--- config.mk ---
export PLATFORM = sky130hd
export DESIGN_NAME = mem_arbiter
export DESIGN_NICKNAME = d
export VERILOG_FILES = /design/src/rtl/mem_arb_pkg.sv /design/src/rtl/mem_arb_boot_seq.sv /design/src/rtl/mem_arbiter.sv
export SDC_FILE = /design/constraint.sdc
export NUM_CORES = 1
export LEC_CHECK = 0
export CAP_MARGIN = 20
export CORE_AREA = 2 2 128 130
export DETAILED_ROUTE_END_ITERATION = 8
export DIE_AREA = 0 0 130 132
export SLEW_MARGIN = 20
export SYNTH_ARGS = -nofsm -noshare
export SYNTH_HDL_FRONTEND = slang
export SYNTH_HIERARCHICAL = 1
export SYNTH_SLANG_ARGS = --single-unit
--- constraint.sdc ---
create_clock -name clk -period 8.06 [get_ports clk]
set_input_delay 2.418 -clock clk [delete_from_list [all_inputs] [get_ports clk]]
set_output_delay 2.418 -clock clk [all_outputs]
set_load 0.01 [all_outputs]
--- src/rtl/mem_arb_pkg.sv ---
// ============================================================================
// Module   : mem_arb_pkg
// Brief    : Shared types and constants for the RAM arbiter and boot sequencer.
// Revision : 1.0 - initial release
// ============================================================================
`default_nettype none

package mem_arb_pkg;

    typedef enum logic [1:0] {
        ST_RESET   = 2'd0,
        ST_LOAD    = 2'd1,
        ST_RELEASE = 2'd2,
        ST_RUN     = 2'd3
    } boot_state_e;

    typedef enum logic {
        OWN_CORE = 1'b0,
        OWN_DMA  = 1'b1
    } owner_e;

    localparam int unsigned DEFAULT_RELEASE_CYCLES = 4;
    localparam int unsigned REL_CNT_W              = 8;

endpackage : mem_arb_pkg

`default_nettype wire

--- src/rtl/mem_arb_boot_seq.sv ---
// ============================================================================
// Module   : mem_arb_boot_seq
// Brief    : Boot sequencer; holds the core in reset through image load and a
//            fixed settle window before letting it run.
// Revision : 1.0 - initial release
// ============================================================================
`default_nettype none

module mem_arb_boot_seq
    import mem_arb_pkg::*;
#(
    parameter int unsigned RELEASE_CYCLES = DEFAULT_RELEASE_CYCLES
) (
    input  logic        clk,
    input  logic        rst,
    input  logic        boot_en_i,
    input  logic        boot_done_i,
    output logic        cpu_rst_o,
    output boot_state_e state_o
);

    localparam logic [REL_CNT_W-1:0] REL_LAST = REL_CNT_W'(RELEASE_CYCLES - 1);

    boot_state_e          state_q, state_d;
    logic [REL_CNT_W-1:0] rel_cnt_q, rel_cnt_d;

    always_ff @(posedge clk) begin
        if (!rst) begin
            state_q   <= ST_RESET;
            rel_cnt_q <= '0;
        end else begin
            state_q   <= state_d;
            rel_cnt_q <= rel_cnt_d;
        end
    end

    always_comb begin
        state_d   = state_q;
        rel_cnt_d = '0;
        cpu_rst_o = 1'b1;
        case (state_q)
            ST_RESET:   state_d = boot_en_i ? ST_LOAD : ST_RELEASE;
            ST_LOAD: begin
                if (boot_done_i) begin
                    state_d = ST_RELEASE;
                end
            end
            ST_RELEASE: begin
                if (rel_cnt_q == REL_LAST) begin
                    state_d = ST_RUN;
                end else begin
                    rel_cnt_d = rel_cnt_q + 8'd1;
                end
            end
            ST_RUN:     cpu_rst_o = 1'b0;
            default:    state_d = ST_RESET;
        endcase
    end

    assign state_o = state_q;

endmodule : mem_arb_boot_seq

`default_nettype wire

--- src/rtl/mem_arbiter.sv ---
// ============================================================================
// Module   : mem_arbiter
// Brief    : Shares a single-port synchronous RAM between the core (always
//            wins) and a DMA/boot-loader master; routes read data back.
// Revision : 1.0 - initial release
// ============================================================================
`default_nettype none

module mem_arbiter
    import mem_arb_pkg::*;
#(
    parameter int unsigned ADDR_W         = 32,
    parameter int unsigned RELEASE_CYCLES = DEFAULT_RELEASE_CYCLES,
    parameter int unsigned CNT_W          = 16
) (
    input  logic              clk,
    input  logic              rst,
    input  logic              boot_en,
    input  logic              boot_done,
    output logic              cpu_rst,
    input  logic [ADDR_W-1:0] cpu_addr,
    input  logic              cpu_rstrb,
    input  logic [3:0]        cpu_wstrb,
    input  logic [31:0]       cpu_wdata,
    output logic [31:0]       cpu_rdata,
    input  logic              dma_req,
    input  logic              dma_we,
    input  logic [ADDR_W-1:0] dma_addr,
    input  logic [3:0]        dma_wstrb,
    input  logic [31:0]       dma_wdata,
    output logic              dma_gnt,
    output logic              dma_rvalid,
    output logic [31:0]       dma_rdata,
    output logic [ADDR_W-1:0] m_addr,
    output logic              m_rstrb,
    output logic [3:0]        m_wstrb,
    output logic [31:0]       m_wdata,
    input  logic [31:0]       m_rdata,
    output logic [CNT_W-1:0]  dma_grant_cnt,
    output logic [1:0]        state_o
);

    boot_state_e      boot_state;
    owner_e           owner_q, owner_d;
    logic             rd_pend_q;
    logic [CNT_W-1:0] grant_cnt_q, grant_cnt_d;
    logic             core_active;
    logic             dma_phase;

    mem_arb_boot_seq #(
        .RELEASE_CYCLES (RELEASE_CYCLES)
    ) u_boot_seq (
        .clk         (clk),
        .rst         (rst),
        .boot_en_i   (boot_en),
        .boot_done_i (boot_done),
        .cpu_rst_o   (cpu_rst),
        .state_o     (boot_state)
    );

    assign core_active = cpu_rstrb | (|cpu_wstrb);
    // The loader may use the RAM throughout LOAD and RELEASE; only RUN lets the core in.
    assign dma_phase   = (boot_state == ST_LOAD) || (boot_state == ST_RELEASE);

    always_comb begin
        m_addr      = cpu_addr;
        m_rstrb     = 1'b0;
        m_wstrb     = 4'b0000;
        m_wdata     = cpu_wdata;
        dma_gnt     = 1'b0;
        owner_d     = OWN_CORE;
        grant_cnt_d = grant_cnt_q;
        if ((boot_state == ST_RUN) && core_active) begin
            m_rstrb = cpu_rstrb;
            m_wstrb = cpu_wstrb;
        end else if (((boot_state == ST_RUN) || dma_phase) && dma_req) begin
            dma_gnt = 1'b1;
            m_addr  = dma_addr;
            m_rstrb = ~dma_we;
            m_wstrb = dma_we ? dma_wstrb : 4'b0000;
            m_wdata = dma_wdata;
            owner_d = OWN_DMA;
        end
        if (dma_gnt && (grant_cnt_q != {CNT_W{1'b1}})) begin
            grant_cnt_d = grant_cnt_q + 1'b1;
        end
    end

    always_ff @(posedge clk) begin
        if (!rst) begin
            owner_q     <= OWN_CORE;
            rd_pend_q   <= 1'b0;
            grant_cnt_q <= '0;
        end else begin
            owner_q     <= owner_d;
            rd_pend_q   <= m_rstrb;
            grant_cnt_q <= grant_cnt_d;
        end
    end

    // RAM data lands one cycle after the strobe; steer it to whoever issued it.
    assign dma_rvalid    = rd_pend_q && (owner_q == OWN_DMA);
    assign dma_rdata     = dma_rvalid ? m_rdata : 32'h0;
    assign cpu_rdata     = dma_rvalid ? 32'h0 : m_rdata;
    assign dma_grant_cnt = grant_cnt_q;
    assign state_o       = boot_state;

endmodule : mem_arbiter

`default_nettype wire

=== After elaboration in Yosys (flattened, before gate mapping) ===
Cells that the tools add are included.

* Bits in registers: 28
* Latch bits: 0
* Bits in writable memories: 0
* ROM bits: 0
* Input bits: 175
* Output and inout port bits: 154
* Word-level logic and storage cells: 47
* Memories: 0

* Add/subtract/negate cells: 2
* Multiply operators: 0
* Divide/modulo/power cells: 0
* $lt $le $gt $ge: 0
* Eq/ne operators: 7
* Shift-type cells: 0
* Multiplexer cells: 18
* Bitwise gates (word level): 4
* Reductions and logical operators: 11

{| class="wikitable"
|+ Operator list
! operator !! count
|-
| 2-to-1 mux 32 bit || 6
|-
| adder 16 x 1 -> 16 bit, second input constant || 1
|-
| != test 16 bit, second input constant || 1
|-
| 2-to-1 mux 4 bit || 3
|-
| adder 8 x 1 -> 8 bit, second input constant || 1
|-
| equality test 8 x 2 -> 1 bit, second input constant || 1
|-
| 2-to-1 mux 2 bit || 3
|-
| one-hot mux 2 bit (3 select lines) || 1
|-
| 2-to-1 mux 1 bit || 5
|-
| equality test 2 bit, second input constant || 2
|-
| logical AND 1 bit || 4
|-
| OR reduction 4 bit || 1
|-
| inverter 1 bit || 3
|-
| AND reduction 3 bit || 1
|-
| nonzero test 3 bit || 1
|-
| OR reduction 3 bit || 1
|-
| equality test 2 x 1 -> 1 bit, second input constant || 1
|-
| logical NOT 2 bit || 1
|-
| logical OR 1 bit || 2
|-
| != test 2 x 1 -> 1 bit, second input constant || 1
|-
| != test 2 bit, second input constant || 1
|-
| OR 1 bit || 1
|}

=== Longest topological paths before layout ===
* Depth in word-level cells: 7
* Gate-level depth with buffers: 7
* Mapped depth without buffers: 6

=== Hierarchy ===
The synthesis kept the hierarchy.

{| class="wikitable"
|+ Modules (own cells, without submodules)
! module !! times used !! cells an instance !! area each (µm²) !! sequential area each (µm²)
|-
| mem_arbiter || 1 || 261 || 2235.9 || 360.3
|-
| mem_arb_boot_seq || 1 || 51 || 464.2 || 200.2
|}

=== Least setup slack after synthesis ===
OpenSTA, ideal clock, no wires.

* Kind: input to output
* Start: input port cpu_wstrb[1]
* End: output port m_wdata[26]
* Arrival: 3.976 ns
* Required time: 5.642 ns
* Slack: 1.666 ns
* Stages: 6
* Cells stage by stage: or4_4 > o21a_4 > nor2_8 > buf_6 > buf_8 > mux2_1

* Word-level cells in the longest chain between the ends: 4

{| class="wikitable"
|+ RTL lines
! item !! line !! text
|-
| start: declaration || mem_arbiter.sv:23 || <nowiki>input logic [3:0] cpu_wstrb,</nowiki>
|-
| OR reduction 4 bit || mem_arbiter.sv:61 || <nowiki>assign core_active = cpu_rstrb | (|cpu_wstrb);</nowiki>
|-
| OR 1 bit || mem_arbiter.sv:61 ||
|-
| logical AND 1 bit || mem_arbiter.sv:73 || <nowiki>if ((boot_state == ST_RUN) && core_active) begin</nowiki>
|-
| 2-to-1 mux 32 bit || mem_arbiter.sv:73 ||
|-
| end: declaration || mem_arbiter.sv:37 || <nowiki>output logic [31:0] m_wdata,</nowiki>
|}

Every way passes these cells.

=== Worst setup path after layout ===
* Start: input port cpu_wstrb[1]
* End: output port m_wdata[2]

The elaborated chain is that of the path after synthesis.

==> results.md <==
- Reg-to-reg endpoint: dma_grant_cnt[4]$_SDFFE_PN0P_
- Warnings, synthesis: 6
- Core Region: ~0.016 mm2
- Most frequent cells in the layout: clkdlybuf4s50_1 (328), mux2_2 (59), and2_1 (34), and3_1 (34), dfxtp_1 (28)
- Share of cells above drive strength 1: 0.121
- Reg2Reg Depth: 6
- Routed wire per std cell: 16.4 um
- Number of global-route vias before repair: 3628
- Top Ports: 329
- Initial drt markers: 149
- CTS Buf Count: 3
- Slew Limit Fails: 0
- Number of diodes: 0
- Final period util: 0.933
- Hold EP: u_boot_seq/rel_cnt_q[0]$_SDFF_PP0_
- Critical Path AT: 5.11 ns
- Final GP Congestion: 0.939
- Commonest non-fill, non-tap cell in the layout: clkdlybuf4s50_1
- CTS max path bufs: 2
- Die Area: between 0.015 and 0.02 mm2
- Die Y: 132 um
- Setup violators final: 0
- Pleak: 2.39 nW
- Setup TNS: 0 ns
- ANT nets after route: 0
- Rows: 46
- R2R setup slack: 6.11 ns
- CP Launch Type: input port
- Seq/Total Area, Yosys: 0.208
- Post-CTS Hold Buffers: 0
- Gr ovfl total: 0
- Worst-path clk slew: 0.07 ns
- Vias after detailed routing: 3614
- WHS Path Cells: 1
- Synth Register Bits: 28
- Fill cell count: 1528
- Pwr Density: between 150 and 200 mW/mm2
- Mapped Avg Cell Area: 8.65 um2
- Detailed placement HPWL: 11900 um
- Worst Clk Skew: about 0.0026 ns
- CP Class: input port to primary output
- TritonCTS clock tree: yes
- Max-cap check violation count: 0
- CP required: 5.64 ns
- Tot GR Track Use: 0.150
- Hold_ws: 0.484 ns
- Post-CTS sizing: 0
- Syn Inst Count: roughly 310
- Post-route DRC: 0
- Pre-antenna DRT Iters: 4
- Tmin final: 7.52 ns
- Initial antenna violation count: 1
- Crit Path Max Fanout: 23
- Max Freq: about 130 MHz
- Port Buffers: 328
- Clock root cell: clkbuf_16
- Hold/Removal Path Class: register to register
- Final instance area: 0.00627 mm2
- Layout net count: 808
- Largest net degree at the start of global routing: 34
- Number of setup buffers added after CTS: 0
- CP Capture Type: primary output
- Tightest Pin Transition: around 0.9 ns
- Hold Crit Start: u_boot_seq/rel_cnt_q[0]$_SDFF_PP0_
- Starting Density: 0.172
- Clk sinks: 28
- Syn_nets: 492
- Die width: 130 um
- Worst setup path startpoint: cpu_wstrb[1]
- Worst-Skew Late Latency: roughly 0.26 ns
- H-tree levels: 1
- Final Hold Fails: 0
- Reg2reg start: dma_grant_cnt[0]$_SDFFE_PN0P_
- DR vias/cell: 4.29
- Area after DPL: between 0.006 and 0.007 mm2
- Synth cell types: 42
- First-pass GRT wire length: 20300 um
- Power Total: 981 uW
- Total wire length: 13800 um
- Status: complete, no violations
- Unrepaired setup endpoints after global routing: false
- Max_slew headroom: 0.400
- Area Overhead vs Synth: 132%
- Maximum vdd drop: approximately 0.1 mV
- Synth Cell Area: 0.00270 mm2
-- flip-flops by register name (all words and copies together) (netlist names) --
signal and cells:
u_boot_seq/rel_cnt_q 8, rd_pend_q 1, dma_grant_cnt 16, u_boot_seq/state_o 2
owner_q 1
-- logic make-up after synthesis --
kind of cell	count (synthesis)	synth area share
xor gates and xnor gates	11	0.0357
adders and majority gates	5	0.0232
AOI/OAI and AO/OA	23	0.0653
and+or+nand+nor	146	0.320
DFF	28	0.208
buffers and inverters	28	0.0556
muxes	71	0.293
-- cell type report --
cell class / instances / area (um2) / area share
tap: 216 / 270 / 0.0431
timing repair buffer: 330 / 3320 / 0.530
inverter: 9 / 33.8 / 0.00539
multi-input combinational: 256 / 1990 / 0.317
clock buffer: 4 / 88.8 / 0.0142
sequential: 28 / 561 / 0.0895
-- worst max-delay path: stages --
cell and delay [ns]:
clkdlybuf4s50_1 0.43, or4_4 0.56, o21a_4 0.26, nor2_8 0.31, buf_12 0.23, mux2_2 0.37
clkdlybuf4s50_1 0.52
-- how the worst max path moves through the flow --
stage               cells after the start           to  slack (ns)
floorplan                               6  m_wdata[26]        1.67
detailed placement                      7   m_wdata[2]        0.54
CTS                                     7   m_wdata[2]        0.53
finish                                  7   m_wdata[2]        0.54
global route                            7   m_wdata[3]        0.42
global placement                        7   m_wdata[0]        0.55
-- where the power goes --
group / switching [mW] / total, mW / internal (mW)
Sequential: 0.0265 / 0.176 / 0.150
Combinational: 0.273 / 0.683 / 0.410
Clock: 0.0454 / 0.121 / 0.0760
-- metrics by stage --
step                      utilization  setup slack (ns)  cells
after floorplan                     -              1.67    312
final                           0.399             0.537    843
after detailed placement        0.393             0.538    839
after global placement          0.393             0.549    839
after CTS                       0.399             0.530    843
after global routing            0.399             0.422    843
-- layer usage --
metal | global-route usage | share of wire | wire, um
met1 | 0.183 | 0.41 | 5710
met2 | 0.263 | 0.48 | 6610
met3 | 0.0471 | 0.099 | 1370
met4 | 0.0173 | 0.0081 | 112
met5 | 0 | 0.00094 | 13
-- cells in the mapped netlist (all sizes together) --
library cell | instances | area share
a21o | 1 | 0.0028
a21oi | 3 | 0.0070
a31oi | 1 | 0.0023
a32o | 4 | 0.015
and2 | 34 | 0.079
and3 | 37 | 0.089
and4 | 1 | 0.0032
buf | 8 | 0.028
clkbuf | 11 | 0.015
clkinv | 1 | 0.0014
dfxtp | 28 | 0.21
ha | 5 | 0.023
inv | 8 | 0.011
mux2 | 64 | 0.27
mux2i | 7 | 0.026
nand2 | 18 | 0.025
nand2b | 8 | 0.019
nand3 | 12 | 0.022
nand4 | 9 | 0.023
nand4b | 2 | 0.0065
nor2 | 16 | 0.028
nor3 | 3 | 0.0056
nor4 | 4 | 0.012
o211ai | 2 | 0.0056
o21a | 1 | 0.0056
o21ai | 7 | 0.014
o311a | 2 | 0.0074
o31ai | 2 | 0.0056
or4 | 2 | 0.0083
xnor2 | 5 | 0.016
xor2 | 6 | 0.019
Note: power is estimated with default switching activity, not from simulation.
